===== config.mk =====
export PLATFORM = sky130hd
export DESIGN_NAME = coverfloat_event_counter_flat
export DESIGN_NICKNAME = d
export VERILOG_FILES = /design/src/rtl/coverfloat_event_counter_if.sv /design/src/rtl/coverfloat_event_counter.sv /design/src/flat_wrapper.sv
export SDC_FILE = /design/constraint.sdc
export NUM_CORES = 2
export LEC_CHECK = 0
export ABC_CLOCK_PERIOD_IN_PS = 6300
export BUFFER_PORTS_ARGS = -buffer_cell sky130_fd_sc_hd__buf_2
export CORE_MARGIN = 2
export CORE_UTILIZATION = 38
export CTS_CLUSTER_DIAMETER = 200
export DETAILED_ROUTE_END_ITERATION = 8
export PLACE_DENSITY = 0.52
export SYNTH_ARGS = -nofsm -noshare
export SYNTH_HDL_FRONTEND = slang
export SYNTH_SLANG_ARGS = --single-unit

===== constraint.sdc =====
create_clock -name clk -period 6.3 [get_ports clk]
set_input_delay 0.63 -clock clk [delete_from_list [all_inputs] [get_ports clk]]
set_output_delay 0.63 -clock clk [all_outputs]
set_load 0.05 [all_outputs]

===== src/rtl/coverfloat_event_counter_if.sv =====
// ---------------------------------------------------------------------------
// coverfloat_event_counter_if
//
// Purpose: groups the record stream, the clear/read control and the read
// return of the coverfloat coverage counter bank into one bundle.
//
// Signals:
//   in_valid / in_ready   record stream handshake
//   in_op, in_rm,         operation code, rounding mode, SoftFloat flag byte
//   in_flags
//   clr_req               single-cycle pulse, starts a clear sweep
//   rd_req, rd_addr       snapshot read request and counter address
//   rd_valid, rd_data     snapshot read return, one cycle after rd_req
//
// Modports: master drives records and requests, slave is the counter bank.
// ---------------------------------------------------------------------------
interface coverfloat_event_counter_if #(
    parameter int ADDR_W = 7,
    parameter int CNT_W  = 16
);
    logic              in_valid;
    logic              in_ready;
    logic [7:0]        in_op;
    logic [7:0]        in_rm;
    logic [7:0]        in_flags;
    logic              clr_req;
    logic              rd_req;
    logic [ADDR_W-1:0] rd_addr;
    logic              rd_valid;
    logic [CNT_W-1:0]  rd_data;

    modport master (
        output in_valid, in_op, in_rm, in_flags, clr_req, rd_req, rd_addr,
        input  in_ready, rd_valid, rd_data
    );

    modport slave (
        input  in_valid, in_op, in_rm, in_flags, clr_req, rd_req, rd_addr,
        output in_ready, rd_valid, rd_data
    );
endinterface


===== src/rtl/coverfloat_event_counter.sv =====
// ---------------------------------------------------------------------------
// coverfloat_event_counter
//
// Purpose: per-operation coverage counter bank. Each accepted result record
// bumps the "total" counter of its operation row plus one counter per set
// SoftFloat exception flag. A row-sequential clear sweep and a one-cycle
// snapshot read port let the harvester collect coverage.
//
// Parameters:
//   NUM_OPS  number of operation codes (1..NUM_OPS are valid)
//   CNT_W    counter width (>= 2)
//   SAT      1: counters saturate at all-ones, 0: counters wrap to 0
//
// Ports:
//   clk          rising-edge clock
//   reset        synchronous, active-high
//   bus          slave side of coverfloat_event_counter_if
//   busy         FSM not in IDLE
//   sat_seen     sticky: some counter saturated / wrapped
//   bad_op       sticky: an accepted record carried op 0 or op > NUM_OPS
//   dbg_state_o  current FSM state (0 IDLE, 1 CLEAR, 2 READ)
//
// Address map (row r = op-1): r*6+0 total, r*6+1+b flag bit b (b=0..4),
// NUM_OPS*6+m rounding-mode counter m. Other addresses read 0.
//
// Optional feature: define COVERFLOAT_RM_BINS_EN to build the six
// rounding-mode counters; without it in_rm is ignored and those
// addresses read 0.
//
// Handshake: a record transfers on a rising edge where in_valid && in_ready.
// in_ready is combinational and is high only in IDLE with no clr_req, no
// rd_req and no reset; the source must hold the record stable until it
// transfers. in_valid may be raised without waiting for in_ready.
// ---------------------------------------------------------------------------
module coverfloat_event_counter #(
    parameter int NUM_OPS = 13,
    parameter int CNT_W   = 16,
    parameter int SAT     = 1
) (
    input  logic                             clk,
    input  logic                             reset,
    coverfloat_event_counter_if.slave        bus,
    output logic                             busy,
    output logic                             sat_seen,
    output logic                             bad_op,
    output logic [1:0]                       dbg_state_o
);
    localparam int ADDR_W = $clog2(NUM_OPS*6+6);
    localparam int ROW_W  = (NUM_OPS > 1) ? $clog2(NUM_OPS) : 1;

    typedef enum logic [1:0] {
        IDLE  = 2'd0,
        CLEAR = 2'd1,
        READ  = 2'd2
    } state_t;

    state_t             state_q, state_d;
    logic [ROW_W-1:0]   row_q, row_d;
    logic [CNT_W-1:0]   cnt_q [NUM_OPS][6];
    logic               rd_valid_q;
    logic [CNT_W-1:0]   rd_data_q;
    logic               sat_q;
    logic               bad_q;

    logic               in_ready_c;
    logic               start_clear;
    logic               start_read;
    logic               accept;
    logic               op_ok;
    logic [5:0]         hit_mask;
    logic [NUM_OPS-1:0] row_hit;
    logic               sat_evt;
    logic [CNT_W-1:0]   rd_lookup;
    logic               unused_inputs;

`ifdef COVERFLOAT_RM_BINS_EN
    logic [CNT_W-1:0]   rm_q [6];
    logic [5:0]         rm_hit;
    assign unused_inputs = ^bus.in_flags[7:5];
`else
    assign unused_inputs = ^{bus.in_flags[7:5], bus.in_rm};
`endif

    // One increment step; at all-ones either hold or wrap.
    function automatic logic [CNT_W-1:0] bump(input logic [CNT_W-1:0] v);
        if (&v) bump = (SAT != 0) ? v : '0;
        else    bump = v + CNT_W'(1);
    endfunction

    // Next-state / handshake decode.
    always_comb begin
        state_d     = state_q;
        row_d       = row_q;
        in_ready_c  = 1'b0;
        start_clear = 1'b0;
        start_read  = 1'b0;
        unique case (state_q)
            IDLE: begin
                if (bus.clr_req) begin
                    state_d     = CLEAR;
                    start_clear = 1'b1;
                    row_d       = '0;
                end else if (bus.rd_req) begin
                    state_d    = READ;
                    start_read = 1'b1;
                end else begin
                    in_ready_c = !reset;
                end
            end
            CLEAR: begin
                if (row_q == ROW_W'(NUM_OPS-1)) begin
                    state_d = IDLE;
                    row_d   = '0;
                end else begin
                    row_d = row_q + ROW_W'(1);
                end
            end
            READ:    state_d = IDLE;
            default: state_d = IDLE;
        endcase
    end

    assign accept   = bus.in_valid && in_ready_c;
    assign op_ok    = (bus.in_op != 8'd0) && (bus.in_op <= 8'(NUM_OPS));
    // Column 0 (total) always counts; columns 1..5 follow flag bits 0..4.
    assign hit_mask = {bus.in_flags[4:0], 1'b1};

    // Increment enables and saturation detect for the accepted record.
    always_comb begin
        row_hit = '0;
        sat_evt = 1'b0;
        for (int r = 0; r < NUM_OPS; r++) begin
            row_hit[r] = accept && op_ok && (bus.in_op == 8'(r+1));
            for (int c = 0; c < 6; c++) begin
                if (row_hit[r] && hit_mask[c] && (&cnt_q[r][c])) sat_evt = 1'b1;
            end
        end
`ifdef COVERFLOAT_RM_BINS_EN
        rm_hit = '0;
        for (int m = 0; m < 6; m++) begin
            rm_hit[m] = accept && op_ok && (bus.in_rm == 8'(m));
            if (rm_hit[m] && (&rm_q[m])) sat_evt = 1'b1;
        end
`endif
    end

    // Snapshot mux; anything unmapped reads 0.
    always_comb begin
        rd_lookup = '0;
        for (int r = 0; r < NUM_OPS; r++) begin
            for (int c = 0; c < 6; c++) begin
                if (bus.rd_addr == ADDR_W'(r*6+c)) rd_lookup = cnt_q[r][c];
            end
        end
`ifdef COVERFLOAT_RM_BINS_EN
        for (int m = 0; m < 6; m++) begin
            if (bus.rd_addr == ADDR_W'(NUM_OPS*6+m)) rd_lookup = rm_q[m];
        end
`endif
    end

    always_ff @(posedge clk) begin
        if (reset) begin
            state_q    <= IDLE;
            row_q      <= '0;
            rd_valid_q <= 1'b0;
            rd_data_q  <= '0;
            sat_q      <= 1'b0;
            bad_q      <= 1'b0;
            for (int r = 0; r < NUM_OPS; r++) begin
                for (int c = 0; c < 6; c++) cnt_q[r][c] <= '0;
            end
`ifdef COVERFLOAT_RM_BINS_EN
            for (int m = 0; m < 6; m++) rm_q[m] <= '0;
`endif
        end else begin
            state_q    <= state_d;
            row_q      <= row_d;
            rd_valid_q <= start_read;
            // The address is used on the request edge; the value seen then
            // already includes every earlier accept.
            if (start_read) rd_data_q <= rd_lookup;

            if (start_clear) begin
                sat_q <= 1'b0;
                bad_q <= 1'b0;
            end else begin
                if (sat_evt)          sat_q <= 1'b1;
                if (accept && !op_ok) bad_q <= 1'b1;
            end

            for (int r = 0; r < NUM_OPS; r++) begin
                for (int c = 0; c < 6; c++) begin
                    if (state_q == CLEAR && row_q == ROW_W'(r))
                        cnt_q[r][c] <= '0;
                    else if (row_hit[r] && hit_mask[c])
                        cnt_q[r][c] <= bump(cnt_q[r][c]);
                end
            end
`ifdef COVERFLOAT_RM_BINS_EN
            // Rounding-mode bins are swept together with row 0.
            for (int m = 0; m < 6; m++) begin
                if (state_q == CLEAR && row_q == '0)
                    rm_q[m] <= '0;
                else if (rm_hit[m])
                    rm_q[m] <= bump(rm_q[m]);
            end
`endif
        end
    end

    assign bus.in_ready = in_ready_c;
    assign bus.rd_valid = rd_valid_q;
    assign bus.rd_data  = rd_data_q;
    assign busy         = (state_q != IDLE);
    assign sat_seen     = sat_q;
    assign bad_op       = bad_q;
    assign dbg_state_o  = state_q;

endmodule


===== src/flat_wrapper.sv =====
// flat-port wrapper written by rule: the top's interface ports become plain ports
module coverfloat_event_counter_flat 
#(
    parameter int NUM_OPS = 13,
    parameter int CNT_W   = 16,
    parameter int SAT     = 1
)
  (clk, reset, busy, sat_seen, bad_op, dbg_state_o, bus_in_valid, bus_in_op, bus_in_rm, bus_in_flags, bus_clr_req, bus_rd_req, bus_rd_addr, bus_in_ready, bus_rd_valid, bus_rd_data);
  coverfloat_event_counter_if #(.ADDR_W((7)), .CNT_W(CNT_W)) bus_i ();
  input  logic clk;
  input  logic reset;
  output logic busy;
  output logic sat_seen;
  output logic bad_op;
  output logic [1:0] dbg_state_o;
  input wire logic [$bits(bus_i.in_valid)-1:0] bus_in_valid;
  input wire logic [$bits(bus_i.in_op)-1:0] bus_in_op;
  input wire logic [$bits(bus_i.in_rm)-1:0] bus_in_rm;
  input wire logic [$bits(bus_i.in_flags)-1:0] bus_in_flags;
  input wire logic [$bits(bus_i.clr_req)-1:0] bus_clr_req;
  input wire logic [$bits(bus_i.rd_req)-1:0] bus_rd_req;
  input wire logic [$bits(bus_i.rd_addr)-1:0] bus_rd_addr;
  output wire logic [$bits(bus_i.in_ready)-1:0] bus_in_ready;
  output wire logic [$bits(bus_i.rd_valid)-1:0] bus_rd_valid;
  output wire logic [$bits(bus_i.rd_data)-1:0] bus_rd_data;
  assign bus_i.in_valid = bus_in_valid;
  assign bus_i.in_op = bus_in_op;
  assign bus_i.in_rm = bus_in_rm;
  assign bus_i.in_flags = bus_in_flags;
  assign bus_i.clr_req = bus_clr_req;
  assign bus_i.rd_req = bus_rd_req;
  assign bus_i.rd_addr = bus_rd_addr;
  assign bus_in_ready = bus_i.in_ready;
  assign bus_rd_valid = bus_i.rd_valid;
  assign bus_rd_data = bus_i.rd_data;
  coverfloat_event_counter #(.NUM_OPS(NUM_OPS), .CNT_W(CNT_W), .SAT(SAT)) u_core (.clk(clk), .reset(reset), .bus(bus_i), .busy(busy), .sat_seen(sat_seen), .bad_op(bad_op), .dbg_state_o(dbg_state_o));
endmodule

### Word-level counts from Yosys, hierarchy flattened

Memories as Yosys holds them, arrays and structs flattened.
Cells that the tools add are included.

| word-level totals | value |
|---|---|
| register bits after elaboration | 25 |
| RAM bits | 1248 |
| bits of input ports | 36 |
| output and inout bits | 23 |
| logic and storage cells | 1603 |
| memories | 1 |

Memories:

| memory | words | bits a word | read ports | clocked after Yosys merged registers in | wr ports | line | source |
|---|---|---|---|---|---|---|---|
| u_core.cnt_q | 13 | 96 | 13 | 0 | 13 | coverfloat_event_counter.sv:59 | `logic [CNT_W-1:0] cnt_q [NUM_OPS][6];` |

| cells by class | value |
|---|---|
| $add $sub $neg | 79 |
| $lt $le $gt $ge | 1 |
| equality and inequality tests | 106 |
| mux-type cells | 992 |
| bitwise gates (word level) | 156 |
| reductions and logical operators | 262 |

Operator list:

| kind | number |
|---|---|
| 16-bit 2-to-1 mux | 546 |
| 16-bit by 1-bit adder with 16-bit output (second input constant) | 78 |
| 16-bit AND reduction | 78 |
| 1-bit 2-to-1 mux | 439 |
| 7-bit by 6-bit equality test with 1-bit output (second input constant) | 32 |
| 1-bit logical AND | 173 |
| 1-bit bitwise OR | 156 |
| 7-bit by 5-bit equality test with 1-bit output (second input constant) | 16 |
| 7-bit equality test (second input constant) | 14 |
| 7-bit by 4-bit equality test with 1-bit output (second input constant) | 8 |
| 8-bit by 4-bit equality test with 1-bit output (second input constant) | 6 |
| 8-bit by 3-bit equality test with 1-bit output (second input constant) | 4 |
| 7-bit by 3-bit equality test with 1-bit output (second input constant) | 4 |
| 4-bit equality test (second input constant) | 5 |
| 4-bit by 3-bit equality test with 1-bit output (second input constant) | 4 |
| 8-bit by 2-bit equality test with 1-bit output (second input constant) | 2 |
| 7-bit by 2-bit equality test with 1-bit output (second input constant) | 2 |
| 4-bit by 2-bit equality test with 1-bit output (second input constant) | 2 |
| 8-bit by 1-bit equality test with 1-bit output (second input constant) | 1 |
| 8-bit by 4-bit <= comparator with 1-bit output (second input constant) | 1 |
| 4-bit 2-to-1 mux | 2 |
| 4-bit one-hot mux with 2 select lines | 1 |
| 8-bit nonzero test | 1 |
| 7-bit by 1-bit equality test with 1-bit output (second input constant) | 1 |
| 15 further kinds | 20 |

### Longest topological paths before layout

| depth | value |
|---|---|
| word-level depth | 86 |
| gate-level depth with buffers | 15 |

### Worst setup path before layout

No wires, ideal clock.

| timing | value |
|---|---|
| path kind | in2reg |
| from | in bus_in_op[5] |
| to | mem u_core.cnt_q[2][16] (netlist name) (enable) |
| library setup time | 0.414 ns |
| data arrival time | 3.535 ns |
| data required time | 5.886 ns |
| path slack | 2.351 ns |
| stages | 6 |
| cells stage by stage | nor4_1 > nand4_1 > nor4_1 > clkbuf_1 > nand2_1 > a211oi_1 |

RTL lines:

| item | line | source |
|---|---|---|
| start, declared | flat_wrapper.sv:17 | `input wire logic [$bits(bus_i.in_op)-1:0] bus_in_op;` |
| end, declared | coverfloat_event_counter.sv:59 |  |

### Worst setup path in the final report

| timing | value |
|---|---|
| from | in bus_rd_addr[0] |
| to | reg u_core.rd_data_q[1], in the netlist u_core.bus.rd_data[1] |

| on the way | value |
|---|---|
| cells in the longest elaborated chain, start to end | 79 |
| elaborated cells between the ends (all ways) | 156 |

Ends and longest elaborated chain:

| item | line | source |
|---|---|---|
| start, declared | flat_wrapper.sv:22 | `input wire logic [$bits(bus_i.rd_addr)-1:0] bus_rd_addr;` |
| 7-bit zero test | coverfloat_event_counter.sv:152 | `if (bus.rd_addr == ADDR_W'(r*6+c)) rd_lookup = cnt_q[r][c];` |
| 16-bit 2-to-1 mux (77 in series) | coverfloat_event_counter.sv:152 |  |
| 16-bit 2-to-1 mux * | coverfloat_event_counter.sv:152 |  |
| end signal, assigned | coverfloat_event_counter.sv:182 | `if (start_read) rd_data_q <= rd_lookup;` |
| end, declared | coverfloat_event_counter.sv:61 | `logic [CNT_W-1:0] rd_data_q;` |

Every way passes the cells marked *; elsewhere a longest branch is shown, timed or not.
A chain may end at the register's enable or synchronous reset.

==> run_results.csv <==
group,metric,value,unit
global_route,grtUsageTotal,31.2,%
route,top_layer_used,"met5",
die,die-width,454,um
logic_synthesis,yosysTopAreaCellShare,48.1,%
clock_tree,clk_pin_slew,0.06,ns
sta,final.min_clock_period,4.92,ns
finish,n_fill_cell,19700,
clock_tree,htreeDepth,4,
global_route,antenna_found_initial,26,
pwr,p_per_area,244,nW/um^2
clock_tree,cts_made_buffers,155,
logic_synthesis,synth.distinct_cells,104,
pwr,clkPwrFrac,43.2,%
setup_path,required,7.03,ns
finish,nNetsFinal,8241,
route,wirelength,331000,um
route,dr.pass1.iters,9,
sta,setup_ws,1.38,ns
sta,clock_skew,0.0638,ns
finish,drive_above_1_share,8.21,%
logic_synthesis,ys_seq_elements,1273,
clock_tree,clk_latency,0.85,ns
sta,report.final.slew_viol_count,0,
placed_design,port_buffers,47,
sta,max_slew.worst_pin.slew,1.44,ns
global_route,grt_start_max_net_pins,65,
pwr,seqPwrFrac,48.8,%
route,drt-met1-wl,135000,um
logic_synthesis,yosysTopAreaCell,"edfxtp_1",
sta,rsz0062_at_grt,"no",
pwr,swShare,27.1,%
sta,relSlewSlack,3.11,%
clock_tree,post-cts-setup-buffers,0,
global_route,gr-total-overflow,0,
sta,finalSetupViolations,0,
outcome,outcome,"finished clean",
die,initial_core_util,38.1,%
logic_synthesis,avgSynthCellArea,9.65,um^2
hold_path,hp-class,"input pin to register",
route,drt-initial-drc-count,11200,
global_route,grt_pass1_wl,465000,um
clock_tree,cts_num_sinks,1273,
setup_path,cp_max_fo,64,
route,ant_nets,0,
logic_synthesis,synthTopCellsByArea,"edfxtp_1 (48%), nor2_1 (7.8%), xor2_1 (7.1%)",
finish,area_delta_synth_final,12.4,%
global_route,grt_pass1_vias,62600,
route,avgRoutedWirePerCell,30.2,um
logic_synthesis,synth_seq_area_share,49.2,%
die,dieArea,206000,um^2
placed_design,place_congestion,1.05,
logic_synthesis,netlist_area,76900,um^2
logic_synthesis,netlist_instances,7972,
die,core,202000,um^2
route,drc_errors,0,
logic_synthesis,synth_edf_count,1232,
route,drt-vias-per-instance,6.27,
clock_tree,cts_buffer_depth,3,
die,fp.dieH,454,um
pwr,p_int,0.0154,W
placed_design,post-place-ws,0.770,ns
die,core.rowCount,165,
clock_tree,ctsRootBufferMaster,"clkbuf_16",
setup_path,endpoint_kind,"register",
sta,finalSetupTns,0,ns
setup_path,critical_path_arrival,5.65,ns
route,num_vias,68600,
pwr,peakVddDrop,0.307,mV
logic_synthesis,ys.flop_type,"edfxtp_1",
finish,mostFrequentLayoutCell,"nor2_1",
setup_path,crit_type,"input pin to register",
pwr,pwr-share-comb,8.0,%
clock_tree,ctsResizeCount,0,
setup_path,cp-start-kind,"input pin",
flow_run,cap_violations,0,
clock_tree,postCtsHoldBufs,0,
logic_synthesis,ys.warnings.count,0,
pwr,p_leak,29.2,nW
sta,fin_crit_sh,78.1,%
sta,clock.fmax,203,MHz
sta,hold_viol_final,0,
finish,final_cell_mix,"nor2_1 (1602), edfxtp_1 (1232), xor2_1 (624), nand3_1 (601), nand2_1 (601)",
placed_design,place_hpwl,248000,um
route,dr_wl_met3,37900,um
clock_tree,cts_tree,"done",
logic_synthesis,synthArstFlopShare,0,%
route,wl_met2,139000,um
die,io_pins,59,
pwr,switching_power,0.00571,W
logic_synthesis,syn_nets,8090,
[synth_stat cells, types with 52 or more instances]
master / instances
a21oi_1: 252
a221oi_1: 67
a22oi_1: 137
and2_1: 52
and3_1: 367
and4_1: 55
buf_2: 77
clkbuf_1: 231
edfxtp_1: 1232
ha_1: 82
inv_1: 77
nand2_1: 601
nand3_1: 601
nand4_1: 177
nor2_1: 1604
nor3_1: 91
o21ai_0: 260
o22ai_1: 161
xnor2_1: 434
xor2_1: 624
[flip-flops by register name (all words and copies together), names as in the netlist]
| signal | cells |
|---|---|
| u_core.bus.rd_valid | 1 |
| u_core.cnt_q | 1248 |
| u_core.dbg_state_o | 2 |
| u_core.bad_op | 1 |
| u_core.sat_seen | 1 |
| u_core.bus.rd_data | 16 |
| u_core.row_q | 4 |
[power groups by stage]
stage                     sequential [W]  clock [W]  combinational [W]
final                             0.0103    0.00911            0.00168
after global routing              0.0103    0.00952            0.00173
after CTS                         0.0103    0.00920            0.00161
after detailed placement          0.0104          0            0.00160
after global placement            0.0104          0            0.00159
after floorplan                   0.0102          0           0.000889
[logic make-up after synthesis]
family	share of synthesized area [%]
AND/OR/NAND/NOR	23.2
flip-flops	49.2
AO/OA/AOI/OAI	11.0
XOR/XNOR	12.0
buffers and inverters	2.43
adder cells (fa/ha/maj)	1.33
multiplexers	0.885
[final cells by class]
cell class,count,area [um^2],share of cell area (%)
timing repair buffer,345,2520,2.91
inverter,80,302,0.349
clock buffer,207,4200,4.86
tap,2672,3340,3.87
antenna,11,27.5,0.0318
clock inverter,75,785,0.907
sequential,1273,37800,43.7
multi-input combinational,6268,37500,43.4
[worst max-delay path: stages]
cell	delay (ns)
buf_6	0.42
buf_12	0.38
inv_2	0.40
buf_4	0.35
a211oi_1	0.53
o311ai_0	0.37
a2111oi_1	1.25
o2111ai_1	0.67
a221o_1	0.50
[path summary, 6_finish.rpt]
check	startpoint	endpoint	slack, ns	cells past startpoint
max reg2reg	u_core.cnt_q[9][80]	u_core.sat_seen	2.05	10
min	bus_in_op[6]	u_core.bad_op	0.30	4
min reg2reg	u_core.cnt_q[0][90]	u_core.cnt_q[0][90]	0.54	2
max	bus_rd_addr[0]	u_core.bus.rd_data[1]	1.38	9
[through the flow]
step           power, W  cell area, um^2  std cells  hold slack, ns  utilization, %
3_5_place_dp     0.0120            81500      10600           0.531            40.4
4_1_cts          0.0211            86500      10900           0.264            42.9
5_1_grt          0.0216            86500      10900           0.311            42.9
3_3_place_gp     0.0120            81500      10600           0.521            40.4
6_report         0.0211            86500      10900           0.302            42.9
2_1_floorplan    0.0111            76900       7972           0.482               -
[layer usage]
metal  vias to the layer above  track usage, %
met4                         8            15.6
met3                       796            7.51
li1                      29600               -
met5                         -               0
met1                     34100            43.5
met2                      4082            44.8
Power figures use the tool's default switching activity.
